<file path="config.mk">
export PLATFORM = sky130hd
export DESIGN_NAME = stack_unit
export DESIGN_NICKNAME = d
export VERILOG_FILES = /design/src/rtl/stack_pkg.sv /design/src/rtl/stack_mem.sv /design/src/rtl/stack_unit.sv
export SDC_FILE = /design/constraint.sdc
export NUM_CORES = 1
export LEC_CHECK = 0
export BUFFER_PORTS_ARGS = -buffer_cell sky130_fd_sc_hd__buf_2
export CAP_MARGIN = 20
export CORE_ASPECT_RATIO = 0.9
export CORE_UTILIZATION = 60
export CTS_CLUSTER_DIAMETER = 40
export CTS_CLUSTER_SIZE = 24
export DETAILED_ROUTE_END_ITERATION = 12
export PLACE_DENSITY = 0.84
export SYNTH_ARGS = -nofsm -noshare
export SYNTH_HDL_FRONTEND = slang
export SYNTH_SLANG_ARGS = --single-unit
</file>
<file path="constraint.sdc">
create_clock -name clk -period 5.6 [get_ports clk]
set_input_delay 0.56 -clock clk [delete_from_list [all_inputs] [get_ports clk]]
set_output_delay 0.56 -clock clk [all_outputs]
set_load 0.005 [all_outputs]
</file>
<file path="src/rtl/stack_pkg.sv">
// rtl/stack_pkg.sv - shared sizing constants for the hardware data stack
package stack_pkg;

    localparam int STACK_WIDTH = 8;
    localparam int STACK_DEPTH = 16;
    localparam int STACK_CW    = $clog2(STACK_DEPTH) + 1;

endpackage : stack_pkg

</file>
<file path="src/rtl/stack_mem.sv">
// rtl/stack_mem.sv - stack entry array, synchronous write, combinational read
module stack_mem
    import stack_pkg::*;
#(
    parameter int WIDTH = STACK_WIDTH,
    parameter int DEPTH = STACK_DEPTH,
    parameter int AW    = $clog2(DEPTH)
) (
    input  logic             clk,
    input  logic             we,
    input  logic [AW-1:0]    waddr,
    input  logic [WIDTH-1:0] wdata,
    input  logic [AW-1:0]    raddr,
    output logic [WIDTH-1:0] rdata
);

    logic [WIDTH-1:0] r_mem [DEPTH];

    // Entries are not reset; only the counter decides which ones are valid.
    always_ff @(posedge clk) begin
        if (we) begin
            r_mem[waddr] <= wdata;
        end
    end

    assign rdata = r_mem[raddr];

endmodule : stack_mem

</file>
<file path="src/rtl/stack_unit.sv">
// rtl/stack_unit.sv - LIFO data stack feeding the register-file write mux
module stack_unit
    import stack_pkg::*;
#(
    parameter int WIDTH = STACK_WIDTH,
    parameter int DEPTH = STACK_DEPTH
) (
    input  logic                       clk,
    input  logic                       reset,
    input  logic                       clr,
    input  logic                       push,
    input  logic                       pop,
    input  logic [WIDTH-1:0]           din,
    output logic [WIDTH-1:0]           dout,
    output logic [$clog2(DEPTH):0]     count,
    output logic                       empty,
    output logic                       full,
    output logic                       ovf,
    output logic                       unf
);

    localparam int AW = $clog2(DEPTH);
    localparam int CW = AW + 1;
    localparam logic [CW-1:0] FULL_COUNT = CW'(DEPTH);

    logic [CW-1:0]    r_count;
    logic             r_ovf;
    logic             r_unf;

    logic             w_empty;
    logic             w_full;
    logic [AW-1:0]    w_top_addr;
    logic [AW-1:0]    w_waddr;
    logic             w_we;
    logic [CW-1:0]    w_count_next;
    logic             w_set_ovf;
    logic             w_set_unf;
    logic [WIDTH-1:0] w_rdata;

    assign w_empty    = (r_count == '0);
    assign w_full     = (r_count == FULL_COUNT);
    // When full the low bits wrap to zero, so minus one still lands on DEPTH-1.
    assign w_top_addr = r_count[AW-1:0] - AW'(1);

    // Push+pop on a non-empty stack overwrites the top; otherwise write above it.
    // A pushing write is dropped only for a lone push on a full stack.
    always_comb begin
        w_we         = 1'b0;
        w_waddr      = r_count[AW-1:0];
        w_count_next = r_count;
        w_set_ovf    = 1'b0;
        w_set_unf    = 1'b0;
        if (push && pop) begin
            w_we = 1'b1;
            if (w_empty) begin
                w_count_next = CW'(1);
                w_set_unf    = 1'b1;
            end else begin
                w_waddr = w_top_addr;
            end
        end else if (push) begin
            if (w_full) begin
                w_set_ovf = 1'b1;
            end else begin
                w_we         = 1'b1;
                w_count_next = r_count + CW'(1);
            end
        end else if (pop) begin
            if (w_empty) begin
                w_set_unf = 1'b1;
            end else begin
                w_count_next = r_count - CW'(1);
            end
        end
        if (clr) begin
            w_we = 1'b0;
        end
    end

    // Counter and sticky flags; clr wins over any push/pop in the same cycle.
    always_ff @(posedge clk or negedge reset) begin
        if (!reset) begin
            r_count <= '0;
            r_ovf   <= 1'b0;
            r_unf   <= 1'b0;
        end else if (clr) begin
            r_count <= '0;
            r_ovf   <= 1'b0;
            r_unf   <= 1'b0;
        end else begin
            r_count <= w_count_next;
            r_ovf   <= r_ovf | w_set_ovf;
            r_unf   <= r_unf | w_set_unf;
        end
    end

    stack_mem #(
        .WIDTH (WIDTH),
        .DEPTH (DEPTH),
        .AW    (AW)
    ) u_mem (
        .clk   (clk),
        .we    (w_we),
        .waddr (w_waddr),
        .wdata (din),
        .raddr (w_top_addr),
        .rdata (w_rdata)
    );

    assign dout  = w_empty ? '0 : w_rdata;
    assign count = r_count;
    assign empty = w_empty;
    assign full  = w_full;
    assign ovf   = r_ovf;
    assign unf   = r_unf;

endmodule : stack_unit

</file>
==> results by group <==
Synth
  • Post-synth EDFFs: 128
  • #FFs+latches synth: 135
  • Synth cell types: 52
  • Yosys Warn Count: 0
  • Syn_nets: 336
  • Ys async rst share: 0.0519
  • Mapped Cells: about 320
  • Most used DFF post-synth: edfxtp_1
  • Seq/Total Area, Yosys: 0.692
  • Synth Cell Area: around 5800 µm²
  • Post-Syn Area per Cell: 18.3 µm²

Hold path
  • Hold path endpoint: count[0]
  • Hold path cells: 2
  • Min-delay src: clr
  • Hold Crit Class: in -> reg

Power
  • P_leak: 2.24 nW
  • Overall Power: a little under 0.004 W
  • PwrDens: 590 nW/µm²
  • Maximum vdd drop: 0.000303 V

Cells and area
  • Syn-to-layout area delta: 14.5%
  • Design Area, Final: ~6700 µm²
  • Final net count: ~370
  • Final core utilization: 0.719
  • FILL cells: 566
  • Share of cells above drive strength 1: 0.301
  • Commonest non-fill, non-tap cell in the layout: edfxtp_1
  • Fin cells: just under 500
  • Diodes inserted: 0
  • Most frequent cells in the layout: 128 x edfxtp_1, 32 x mux4_2, 29 x buf_2

Global route
  • Total grt overflow: 0
  • Gr usage total: 0.276
  • First-pass GRT wire length: 19000 µm
  • Largest net degree at the start of global routing: 43
  • Vias in the first global route: 3080
  • Antenna violations before repair: 0

Clock tree
  • Post-CTS sizing: 0
  • Cts bufs inserted: 17
  • Root Driver: clkbuf_8
  • CTS Buffer Depth: 2
  • Clock Sinks: 135
  • Hold buffer count at cts: 1
  • Clock-pin slew on the worst setup and hold paths: 60 ps
  • CTS tree: done
  • Setup Buffers After CTS: 0
  • Clk Latency, worst-skew pair: 520 ps
  • Depth of the CTS H-tree: 4

Timing
  • Setup Viol. Count Final: 0
  • Setup TNS: 0 ps
  • Clk_skew: approximately 5 ps
  • Tightest Pin Transition: 863 ps
  • Final Hold Fails: 0
  • RSZ-0062 raised after global routing: no
  • Final worst-path cycle share: 0.662
  • Pins over their slew limit: 0
  • F_max: about 270 MHz
  • Post-route minimum period: 3710 ps
  • Rel. slew slack: 0.423

Run
  • Max_cap viols: 0

Critical path
  • R2R setup slack: between 2000 and 2500 ps
  • Worst path top cell family by delay: buffers and inverters
  • CP Class: reg -> out
  • Worst Reg-to-Reg Cells: 6
  • FF-to-FF Start: count[1]
  • Slowest cell on crit path: dfrtp_1
  • Chain of cells forming the critical path: inv_1 > ha_1 > buf_16 > buf_4 > mux4_2 > mux2i_1 > o22ai_1 > buf_2
  • CP Capture Type: output pin
  • Worst R2R End: u_mem.r_mem[10][1]
  • CP arrival: 3150 ps
  • Worst Path Required: a little over 5000 ps
  • CP bufs+invs: 4
  • Crit-path max FO: 20
  • Crit start category: flop
  • Max incr delay on CP: 550 ps

Place
  • Number of I/O port buffers: 29
  • Placed Instance Area: 6030 µm²
  • Inst Count DP: 454
  • Placer Congestion: a little under 0.9
  • Final HPWL DP: 7450 µm

Detailed routing
  • Pre-antenna DRT Iters: 5
  • WL final: between 10000 and 15000 µm
  • Initial drt markers: ~470
  • WL/cell: 26.0 µm
  • Remaining DRCs: 0
  • Via count: 3268
  • Final ANT Viol Nets: 0
  • Vias per cell: ~6.7

Outcome
  • Run status: finished, final reports clean

Floorplanning
  • CORE AREA: 9250 µm²
  • Ports: 30
  • Die height: 95.4 µm
  • # rows: 33
  • Full die area: 10100 µm²
  • Initial Utilization: 0.628
  • Die Width: 106 µm
## registers in the layout (all words and copies together), names as in the netlist
signal       cells
u_mem.r_mem    128
count            5
ovf              1
unf              1
## Yosys cell counts, types with 2 or more instances
cell type,n,share of area
edfxtp_1,128,0.66
mux4_2,32,0.12
nor2_1,23,0.015
mux2i_1,18,0.031
clkbuf_1,8,0.0052
o22ai_1,8,0.0086
a21oi_1,7,0.0060
dfrtp_1,7,0.030
nand2_1,6,0.0039
nand3_1,6,0.0052
ha_1,5,0.011
a211oi_2,4,0.0086
inv_1,4,0.0026
a31oi_1,3,0.0032
buf_2,3,0.0026
buf_6,3,0.0058
nand3b_1,3,0.0039
nor3_1,3,0.0026
o21ai_1,3,0.0026
xor2_1,3,0.0045
a2111oi_0,2,0.0030
a211oi_1,2,0.0026
a21o_1,2,0.0026
and2_1,2,0.0022
buf_4,2,0.0026
nor2b_1,2,0.0022
nor4_1,2,0.0022
o31ai_1,2,0.0026
## how the worst max path moves through the flow
stage	startpoint	end	slack, ps	cells past startpoint
after global placement	count[1]	dout[3]	2130	7
after floorplan	count[0]	dout[3]	2640	8
after global routing	count[1]	dout[6]	1680	8
after CTS	count[1]	dout[6]	1390	7
final	count[1]	dout[6]	1890	8
after detailed placement	count[1]	dout[3]	2020	7
## area by class of cell
type	count	area (µm²)	area share
Clock buffer	17	414	0.0623
Clock inverter	15	165	0.0248
Inverter	6	27.5	0.00414
Multi-Input combinational cell	159	1670	0.250
Sequential cell	135	4020	0.605
Tap cell	122	153	0.0230
Timing Repair Buffer	34	205	0.0309
## where the power goes
part | total, W | switching (W) | internal (W)
clock | 0.00109 | 0.000448 | 0.000644
sequential | 0.00125 | 0.0000737 | 0.00118
combinational | 0.00158 | 0.000880 | 0.000698
total | 0.00392 | 0.00140 | 0.00252
## metrics by stage
step | setup slack, ps | hold WS (ps)
6_report | 1890 | 298
3_5_place_dp | 2020 | 409
2_1_floorplan | 2640 | 264
4_1_cts | 1390 | 281
3_3_place_gp | 2130 | 405
5_1_grt | 1680 | 303
## logic make-up after synthesis
group	share of synthesized area
multiplexers	0.155
adder cells (fa/ha/maj)	0.0142
buffers and inverters	0.0215
AND/OR/NAND/NOR	0.0517
flip-flops	0.692
AO/OA/AOI/OAI	0.0612
XOR/XNOR	0.00452
## metal layers
| layer | global-route usage | up-vias | wire (µm) |
|---|---|---|---|
| li1 | - | 1378 | - |
| met1 | 0.374 | 1654 | 5050 |
| met2 | 0.435 | 214 | 6230 |
| met3 | 0.0677 | 22 | 1120 |
| met4 | 0.125 | 0 | 276 |
| met5 | 0 | - | 0 |
(Power assumes the default switching activity.)
